--- src/rtl/bin_sub_serial_if.sv ---
// bin_sub_serial_if: start/operand/result bundle for the bit-serial subtractor; ovf_o exists only with SUB_SIGNED_OVF_EN
interface bin_sub_serial_if #(parameter int N = 4);
    logic         start_i;
    logic [N-1:0] a_i;
    logic [N-1:0] b_i;
    logic         busy_o;
    logic         done_o;
    logic [N-1:0] d_o;
    logic         bout_o;
`ifdef SUB_SIGNED_OVF_EN
    logic         ovf_o;
`endif
    modport slave (
        input  start_i, a_i, b_i,
        output busy_o, done_o, d_o, bout_o
`ifdef SUB_SIGNED_OVF_EN
        , ovf_o
`endif
    );
    modport master (
        output start_i, a_i, b_i,
        input  busy_o, done_o, d_o, bout_o
`ifdef SUB_SIGNED_OVF_EN
        , ovf_o
`endif
    );
endinterface

--- src/rtl/bin_sub_serial.sv ---
// bin_sub_serial: LSB-first bit-serial N-bit subtractor with borrow flop; SUB_SIGNED_OVF_EN adds registered signed overflow
module bin_sub_serial #(parameter int N = 4) (
    input logic             clk,
    input logic             rst,
    bin_sub_serial_if.slave bus
);
    localparam int CW = $clog2(N);
    typedef enum logic [1:0] {IDLE, SHIFT, DONE} state_t;
    state_t        state_q, state_d;
    logic [N-1:0]  a_q, a_d, b_q, b_d, d_q, d_d;
    logic [N-2:0]  r_q, r_d;
    logic [CW-1:0] cnt_q, cnt_d;
    logic          br_q, br_d, bout_q, bout_d;
    logic          diff, br_nx;
`ifdef SUB_SIGNED_OVF_EN
    logic          ovf_q, ovf_d;
    assign bus.ovf_o = ovf_q;
`endif
    assign bus.busy_o = state_q == SHIFT;
    assign bus.done_o = state_q == DONE;
    assign bus.d_o    = d_q;
    assign bus.bout_o = bout_q;
    // state and datapath registers; reset wins over everything, aborting any operation
    always_ff @(posedge clk) begin
        if (rst) begin
            state_q <= IDLE;
            a_q     <= '0;
            b_q     <= '0;
            r_q     <= '0;
            cnt_q   <= '0;
            br_q    <= 1'b0;
            d_q     <= '0;
            bout_q  <= 1'b0;
`ifdef SUB_SIGNED_OVF_EN
            ovf_q   <= 1'b0;
`endif
        end else begin
            state_q <= state_d;
            a_q     <= a_d;
            b_q     <= b_d;
            r_q     <= r_d;
            cnt_q   <= cnt_d;
            br_q    <= br_d;
            d_q     <= d_d;
            bout_q  <= bout_d;
`ifdef SUB_SIGNED_OVF_EN
            ovf_q   <= ovf_d;
`endif
        end
    end
    // next state: operands shift right so bit 0 is always the current bit; partial result fills from the top
    always_comb begin
        state_d = state_q;
        a_d     = a_q;
        b_d     = b_q;
        r_d     = r_q;
        cnt_d   = cnt_q;
        br_d    = br_q;
        d_d     = d_q;
        bout_d  = bout_q;
        diff    = a_q[0] ^ b_q[0] ^ br_q;
        br_nx   = (~a_q[0] & b_q[0]) | (~(a_q[0] ^ b_q[0]) & br_q);
`ifdef SUB_SIGNED_OVF_EN
        ovf_d   = ovf_q;
`endif
        case (state_q)
            IDLE: if (bus.start_i) begin
                a_d     = bus.a_i;
                b_d     = bus.b_i;
                br_d    = 1'b0;
                cnt_d   = '0;
                state_d = SHIFT;
            end
            SHIFT: begin
                a_d   = a_q >> 1;
                b_d   = b_q >> 1;
                r_d   = (N-1)'({diff, r_q} >> 1);
                br_d  = br_nx;
                cnt_d = cnt_q + 1'b1;
                if (cnt_q == CW'(N-1)) begin
                    d_d     = {diff, r_q};
                    bout_d  = br_nx;
                    state_d = DONE;
`ifdef SUB_SIGNED_OVF_EN
                    ovf_d   = (a_q[0] != b_q[0]) && (diff != a_q[0]);
`endif
                end
            end
            default: state_d = IDLE;
        endcase
    end
endmodule
--- src/flat_wrapper.sv ---
// flat-port wrapper written by rule: the top's interface ports become plain ports
module bin_sub_serial_flat 
#(parameter int N = 4)
  (clk, rst, bus_start_i, bus_a_i, bus_b_i, bus_busy_o, bus_done_o, bus_d_o, bus_bout_o);
  bin_sub_serial_if #(.N(N)) bus_i ();
  input logic clk;
  input logic rst;
  input wire logic [$bits(bus_i.start_i)-1:0] bus_start_i;
  input wire logic [$bits(bus_i.a_i)-1:0] bus_a_i;
  input wire logic [$bits(bus_i.b_i)-1:0] bus_b_i;
  output wire logic [$bits(bus_i.busy_o)-1:0] bus_busy_o;
  output wire logic [$bits(bus_i.done_o)-1:0] bus_done_o;
  output wire logic [$bits(bus_i.d_o)-1:0] bus_d_o;
  output wire logic [$bits(bus_i.bout_o)-1:0] bus_bout_o;
  assign bus_i.start_i = bus_start_i;
  assign bus_i.a_i = bus_a_i;
  assign bus_i.b_i = bus_b_i;
  assign bus_busy_o = bus_i.busy_o;
  assign bus_done_o = bus_i.done_o;
  assign bus_d_o = bus_i.d_o;
  assign bus_bout_o = bus_i.bout_o;
  bin_sub_serial #(.N(N)) u_core (.clk(clk), .rst(rst), .bus(bus_i));
endmodule
--- config.mk ---
export PLATFORM = sky130hd
export DESIGN_NAME = bin_sub_serial_flat
export DESIGN_NICKNAME = d
export VERILOG_FILES = /design/src/rtl/bin_sub_serial_if.sv /design/src/rtl/bin_sub_serial.sv /design/src/flat_wrapper.sv
export SDC_FILE = /design/constraint.sdc
export NUM_CORES = 1
export LEC_CHECK = 0
export CAP_MARGIN = 25
export CORE_ASPECT_RATIO = 0.9
export CORE_MARGIN = 1
export CORE_UTILIZATION = 44
export DETAILED_ROUTE_END_ITERATION = 16
export GPL_ROUTABILITY_DRIVEN = 0
export HOLD_SLACK_MARGIN = 0.1
export PLACE_DENSITY = 0.82
export SETUP_SLACK_MARGIN = 0.4
export SYNTH_ARGS = -nofsm -noshare
export SYNTH_HDL_FRONTEND = slang
export SYNTH_SLANG_ARGS = --single-unit
--- constraint.sdc ---
create_clock -name clk -period 1.3 [get_ports clk]
set_clock_uncertainty 0.05 [all_clocks]
set_input_delay 0.39 -clock clk [delete_from_list [all_inputs] [get_ports clk]]
set_output_delay 0.39 -clock clk [all_outputs]
set_load 0.02 [all_outputs]
=== Word-level counts from Yosys, hierarchy flattened ===
Cells that the tools add are included.
W data, S select, Z words.

* $add $sub $neg: 1
* Equal/unequal tests: 5
* Multiplexer cells: 11
* Bitwise logic cells: 7
* Reductions and logical operators: 5

{| class="wikitable"
|+ Operator list
! cell !! count
|-
| $pmux W4 S2 || 2
|-
| $mux W4 || 2
|-
| $pmux W2 S2 || 2
|-
| $mux W2 || 3
|-
| $reduce_and A2 Y1 || 3
|-
| $eq A2 B2 Y1 const B || 2
|-
| $add A2 B1 Y2 const B || 1
|-
| $and A1 B1 Y1 || 2
|-
| $eq A2 B1 Y1 const B || 1
|-
| $logic_not A2 Y1 || 1
|-
| $ne A2 B1 Y1 const B || 1
|-
| $ne A2 B2 Y1 const B || 1
|-
| $not A1 Y1 || 2
|-
| $pmux W1 S2 || 1
|-
| $reduce_bool A2 Y1 || 1
|-
| $xor A1 B1 Y1 || 2
|-
| $mux W1 || 1
|-
| $or A1 B1 Y1 || 1
|}

* Register bits after elaboration: 21
* Logic and storage cells: 37

=== Longest topological paths before layout ===
Gate-level depths: netlist of run 1.

* Depth after elaboration: 5
* Gate-level depth with buffers: 5
* Mapped depth without buffers: 5

=== Worst setup path before layout of run 1 ===
Ideal clock, no wire load.

* Path type: flip-flop to output port
* From: reg u_core.state_q[0]
* To: out bus_done_o
* Data arrival time: 0.829 ns
* Slack: 0.031 ns
* Stages on the path, launching flop included: 3
* Cells stage by stage: dfxtp_1 buf_4 nor2b_1

* Cells in the longest elaborated chain, start to end: 1

{| class="wikitable"
|+ Ends and longest elaborated chain
! what !! RTL line !! text
|-
| start, declared || bin_sub_serial.sv:9 || <nowiki>state_t state_q, state_d;</nowiki>
|-
| start signal, assigned || bin_sub_serial.sv:38 || <nowiki>state_q <= state_d;</nowiki>
|-
| $eq A2 B2 Y1 || bin_sub_serial.sv:20 || <nowiki>assign bus.done_o = state_q == DONE;</nowiki>
|-
| end, declared || flat_wrapper.sv:12 || <nowiki>output wire logic [$bits(bus_i.done_o)-1:0] bus_done_o;</nowiki>
|}

No other way between the ends.

=== Worst setup path in the final report of run 1 ===
* From: reg u_core.state_q[0]
* To: out bus_busy_o

* Cells in the longest elaborated chain, start to end: 1

{| class="wikitable"
|+ Ends and longest elaborated chain
! what !! RTL line !! text
|-
| $eq A2 B1 Y1 || bin_sub_serial.sv:19 || <nowiki>assign bus.busy_o = state_q == SHIFT;</nowiki>
|-
| end, declared || flat_wrapper.sv:11 || <nowiki>output wire logic [$bits(bus_i.busy_o)-1:0] bus_busy_o;</nowiki>
|}

No other way between the ends.

==> impl_metrics.toml, run 1 <==
[detailed_routing]
viasPerCell = 5.47
dr.pass1.iters = 4
drt_iter0_drc = 11
post-route-drc-count = 0
final_antenna_net_count = 0
route.met3.wl_um = 73
drt_wl_total_um = 2480
wl_per_cell_um = 16.1
route.met2.wl_um = 1270
vias = 843
wl_met1_um = 1090
top_layer_used = "met4"

[synth]
ys_seq_area_share_pct = 45.5
synth_top_area_share_pct = 45.5
syn_area_um2 = 923
synth_top_family_by_area = "compound AO/OA/AOI/OAI gates"
syn-num-nets = 104
synth-async-reset-ratio_pct = 0
ys_seq_elements = 21
yosys-top-cells-count = "dfxtp_1 (21), nor2_1 (15), mux2i_1 (11)"
synth_cell_types = 23
synth_warnings = 0
synth_edf_count = 0
syn_inst = 91
synth_area_per_cell_um2 = 10.1
synth_xor_area_share_pct = 0
synthAdderAreaFrac_pct = 3.52
synth.most_common_cell = "dfxtp_1"
synth_top_cell_by_area = "dfxtp_1"
netlist_top_cells_area = "dfxtp_1 (46%), mux2i_1 (12%), a211oi_2 (9.5%), nor2_1 (6.1%), a21oi_1 (3.3%)"
synthSimpleGateAreaFrac_pct = 15.3
synthMuxAreaShare_pct = 11.9
synth_ff_type = "dfxtp_1"
synth_compound_area_share_pct = 18.0

[finish]
post-route-util_pct = 77.8
syn2layout_area_growth_pct = 64.5
n_antenna_cell = 0
fin_nets = 143
nFillCells = 111
design_area_um2 = 1520
drive_above_1_share_pct = 58.1

[critical_path]
cpPeakStageDelay_ns = 0.38
worstSetupPathType = "flip-flop to primary output"
crit_slowest_cell = "dfxtp_4"
cp_max_fo = 3
cp_data_arrival_time_ns = 0.97
crit_required_ns = 0.86
path_buf_inv = 1
cpLargestDelayFamily = "flip-flops"
cp.depth = 2
end_kind = "primary output"
path_cells = "nor2b_4 -> buf_6"
rr_worst_depth = 5
worst_setup_path_start_kind = "flip-flop"

[power_and_ir_drop]
p_int_mw = 0.978
powerDensity_nw_per_um2 = 895
combPwrFrac_pct = 24.3
power_frac_clock_pct = 23.9
p_seq_share_pct = 51.8
switchingPower_mw = 0.381
peakVddDrop_uv = 708
p_leak_nw = 0.589
swShare_pct = 28.0

[die]
initial_core_util_pct = 47.3
die_h_um = 45.5
core_area_um2 = 1950
die_x_um = 50.3
rows = 15
die_area_um2 = 2290
io-pin-count = 18

[cts]
cts_buffers = 3
cts_sinks = 21
root_buffer = "clkbuf_4"
clock_tree.htree_level_count = 1
clk_path_buf_depth = 2
insertion_delay_ns = 0.31
clk_pin_slew_ns = 0.12
tritoncts = "yes"

[timing]
slew_headroom_pct = 80.5
rsz0062_at_grt = "true"
finalHoldViolCount = 0
fin_crit_sh_pct = 109
setup_viol = 8
worst_pin_slew_ns = 0.291
period_minus_slack_ns = 1.41
fin_tns_setup_ns = -0.337
finalWorstSetupSlack_ns = -0.111
holdWs_ns = 0.427
max_freq_ghz = 0.709
slew_viol_final = 0

[placed_design]
hpwl_um = 1450
place_area_um2 = 1250
portBuffers = 17
dp_worst_setup_slack_ns = -0.300

[run_status]
violations = "negative setup slack"
status = "complete, but fails checks"

[global_route]
grt_pass1_vias = 866
grt_max_degree = 22
grt_pass1_wl_um = 3820
track_usage_pct = 23.6
overflow = 0
antenna_found_initial = 0

[hold_path]
min-delay-path-class = "flip-flop to flip-flop"
holdPathStages = 2

[run]
cap_violations = 0
==> tightest hold or removal path, delay by kind of cell (launching register included) <==
family	cells	cell delay, ns
DFF	1	0.34
AOI/OAI and AO/OA	2	0.10
==> cells by family after synthesis <==
family          after synthesis
compound gates               19
fa+ha+maj                     2
buf+inv                       9
flops                        21
mux                          11
simple gates                 29
==> timing repair <==
item,in CTS,in global routing
setup buffers,7,2
gates resized for setup,64,13
endpoints found under the setup margin,28,28
gates cloned,2,0
pin swaps,8,12
hold buffers,0,0
==> cell type report <==
type,instances,area (um^2),share of cell area [%]
multi-input combinational,62,578,38.1
sequential,21,439,28.9
clock inverter,1,5.00,0.329
timing repair buffer,38,428,28.2
inverter,4,15.0,0.988
tap,25,31.3,2.06
clock buffer,3,22.5,1.48
==> state kept, by name (all words and copies together), names as in the netlist <==
signal             cells
u_core.bus.bout_o      1
u_core.a_q             4
u_core.b_q             4
u_core.r_q             3
u_core.cnt_q           2
u_core.br_q            1
u_core.bus.d_o         4
u_core.state_q         2
==> power by group through the flow <==
stage / Combinational (mW) / Sequential [mW] / Clock, mW
4_1_cts: 0.307 / 0.701 / 0.323
3_3_place_gp: 0.214 / 0.713 / 0
5_1_grt: 0.349 / 0.709 / 0.359
3_5_place_dp: 0.227 / 0.714 / 0
6_report: 0.330 / 0.704 / 0.324
2_1_floorplan: 0.148 / 0.710 / 0
==> worst paths after layout <==
| kind | startpoint | end | slack [ns] |
|---|---|---|---|
| setup / recovery | u_core.state_q[0] | bus_busy_o | -0.11 |
| hold / removal | u_core.b_q[3] | u_core.b_q[3] | 0.43 |
| setup reg to reg | u_core.state_q[0] | u_core.b_q[2] | -0.04 |
| hold reg to reg | u_core.b_q[3] | u_core.b_q[3] | 0.43 |
==> cells in the final DEF, fill, tap and decap left out, drive strengths merged <==
cell type       n
buf            28
dfxtp          21
nor2           15
mux2i          11
clkdlybuf4s50   9
a211oi          7
a21oi           6
nand3           4
nand2           4
inv             4
clkbuf          3
nor2b           2
nand4bb         2
o21ai           2
a22oi           2
o21ba           2
nand3b          1
o21bai          1
nor3            1
fa              1
ha              1
clkinv          1
dlygate4sd2     1
==> metal layers <==
| layer | global-route usage [%] | vias to the layer above |
|---|---|---|
| met4 | 15.0 | 0 |
| met1 | 25.1 | 419 |
| met2 | 44.3 | 20 |
| met5 | 0 | - |
| li1 | - | 399 |
| met3 | 4.00 | 5 |
==> metrics by stage <==
stage               power [mW]  instances
finish                    1.36        154
global route              1.42        154
CTS                       1.33        152
detailed placement       0.941        139
global placement         0.927        139
floorplan                0.859         91
(Power assumes the default switching activity.)
==> run 2: changes to the inputs <==
--- a/config.mk
+++ b/config.mk
@@ -12,7 +12,7 @@
 export DETAILED_ROUTE_END_ITERATION = 16
 export GPL_ROUTABILITY_DRIVEN = 0
 export HOLD_SLACK_MARGIN = 0.1
-export PLACE_DENSITY = 0.82
+export PLACE_DENSITY_LB_ADDON = 0.1
 export SETUP_SLACK_MARGIN = 0.4
 export SYNTH_ARGS = -nofsm -noshare
 export SYNTH_HDL_FRONTEND = slang
==> run 2 against run 1 <==
The run still ends with negative setup slack left. Clock power grew 2%. Setup slack got worse by 0.024 ns. Sequential share of layout area down 0.93 points. Sequential power about the same. Worst hold slack improved by 0.0031 ns. Total power is 1.3% higher. Global-route usage down 1.7 points. Fmax shrank 1.6%. Die area is the same. Design area grew 3.6%. Utilization is 2.8 points higher.
==> impl_metrics.toml, run 2 (synthesis results as in run 1) <==
[power_and_ir_drop]
p_seq_share_pct = 51.2
p_leak_nw = 0.631
p_int_mw = 0.992
switchingPower_mw = 0.385
peakVddDrop_uv = 621
swShare_pct = 28.0
powerDensity_nw_per_um2 = 875
combPwrFrac_pct = 24.9
power_frac_clock_pct = 23.9

[finish]
n_antenna_cell = 0
syn2layout_area_growth_pct = 70.5
drive_above_1_share_pct = 61.3
design_area_um2 = 1570
fin_nets = 151
layout_commonest_cell = "buf_6"
nFillCells = 121
most-common-layout-cells = "buf_6 (17), buf_4 (15), dfxtp_2 (10)"

[global_route]
grt_pass1_wl_um = 3690
overflow = 0
grt_max_degree = 13
grt_pass1_vias = 781
track_usage_pct = 22.0
antenna_found_initial = 0

[detailed_routing]
dr.pass1.iters = 4
drt_wl_total_um = 2460
route.met2.wl_um = 1210
final_antenna_net_count = 0
wl_met1_um = 1150
drt_iter0_drc = 9
top_layer_used = "met4"
wl_per_cell_um = 15.2
route.met3.wl_um = 49
vias = 844
viasPerCell = 5.21
post-route-drc-count = 0

[critical_path]
cpPeakStageDelay_ns = 0.39
r2r_end = "u_core.bus.bout_o"
cp_max_fo = 3
worstSetupPathType = "flip-flop to primary output"
reg2reg_slack_ns = -0.07
timing.rr.start = "u_core.state_q[1]"
worst_setup_path_start_kind = "flip-flop"
startpoint = "u_core.state_q[0]"
end_kind = "primary output"
path_cells = "nor2b_4 -> buf_6"
setup.worst_path.end = "bus_busy_o"
crit_required_ns = 0.86
rr_worst_depth = 5
crit_slowest_cell = "dfxtp_4"
cp_data_arrival_time_ns = 0.99

[timing]
finalHoldViolCount = 0
slew_headroom_pct = 77.8
period_minus_slack_ns = 1.43
setup_viol = 12
max_freq_ghz = 0.697
rsz0062_at_grt = "true"
worst_pin_slew_ns = 0.332
fin_crit_sh_pct = 110
slew_viol_final = 0
finalWorstSetupSlack_ns = -0.134

[cts]
cts_buffers = 3
cts_sinks = 21
clk_path_buf_depth = 2
root_buffer = "clkbuf_4"
clk_pin_slew_ns = 0.13
tritoncts = "yes"
insertion_delay_ns = 0.31
clock_tree.htree_level_count = 1

[run_status]
status = "complete, but fails checks"
violations = "negative setup slack"

[die]
initial_core_util_pct = 47.3
die_x_um = 50.3
rows = 15
die_area_um2 = 2290
die_h_um = 45.5
core_area_um2 = 1950
io-pin-count = 18

[placed_design]
hpwl_um = 1320
portBuffers = 17
place_area_um2 = 1250
dp_worst_setup_slack_ns = -0.267

[hold_path]
min-delay-path-class = "flip-flop to flip-flop"

[run]
cap_violations = 0
-- run 2: through the flow --
| stage | setup TNS (ns) | util [%] | hold WS (ns) | power, mW | instances |
|---|---|---|---|---|---|
| floorplan | 0 | - | 0.392 | 0.859 | 91 |
| CTS | -0.245 | 74.7 | 0.426 | 1.31 | 155 |
| finish | -0.487 | 80.6 | 0.430 | 1.38 | 162 |
| detailed placement | -3.31 | 64.0 | 0.404 | 0.936 | 142 |
| global placement | -3.05 | 64.0 | 0.401 | 0.929 | 142 |
| global route | -0.937 | 80.6 | 0.449 | 1.43 | 162 |
-- run 2: power groups by stage --
stage          sequential [mW]  combinational, mW  clock [mW]
2_1_floorplan            0.710              0.148           0
3_3_place_gp             0.713              0.215           0
3_5_place_dp             0.714              0.222           0
4_1_cts                  0.702              0.286       0.325
5_1_grt                  0.709              0.364       0.357
6_report                 0.706              0.343       0.329
-- run 2: per-layer routing --
metal | vias up | track usage (%)
met2 | 11 | 36.5
met1 | 419 | 28.9
li1 | 410 | -
met5 | - | 0
met4 | 0 | 11.7
met3 | 4 | 2.00
-- run 2: worst max-delay path: cells and delay by family, from the launching register on --
| kind | cells | cell delay, ns |
|---|---|---|
| flip-flops | 1 | 0.39 |
| buffers and inverters | 1 | 0.13 |
| AND/OR/NAND/NOR | 1 | 0.16 |
-- run 2: worst min-delay path by stage --
| stage | start | endpoint | slack (ns) | cells past startpoint |
|---|---|---|---|---|
| 2_1_floorplan | u_core.cnt_q[0] | u_core.cnt_q[0] | 0.39 | 1 |
| 3_3_place_gp | u_core.bus.d_o[0] | u_core.bus.d_o[0] | 0.40 | 2 |
| 3_5_place_dp | u_core.bus.d_o[0] | u_core.bus.d_o[0] | 0.40 | 2 |
| 4_1_cts | u_core.bus.d_o[0] | u_core.bus.d_o[0] | 0.43 | 2 |
| 5_1_grt | u_core.r_q[0] | u_core.bus.d_o[0] | 0.45 | 2 |
| 6_report | u_core.bus.d_o[0] | u_core.bus.d_o[0] | 0.43 | 2 |
-- run 2: cell type report --
class / count / area, um^2 / share of cell area (%)
Timing Repair Buffer: 46 / 474 / 30.1
Sequential cell: 21 / 440 / 28.0
Clock buffer: 3 / 22.5 / 1.43
Tap cell: 25 / 31.3 / 1.99
Clock inverter: 1 / 5.00 / 0.318
Multi-Input combinational cell: 62 / 586 / 37.2
Inverter: 4 / 15.0 / 0.954
-- run 2: what timing repair did --
action,4_1_cts,5_1_grt
resized for setup,71,15
hold buffers,0,0
buffers inserted,6,7
endpoints found under the setup margin,28,28
cloned,3,0
pin swaps,7,10
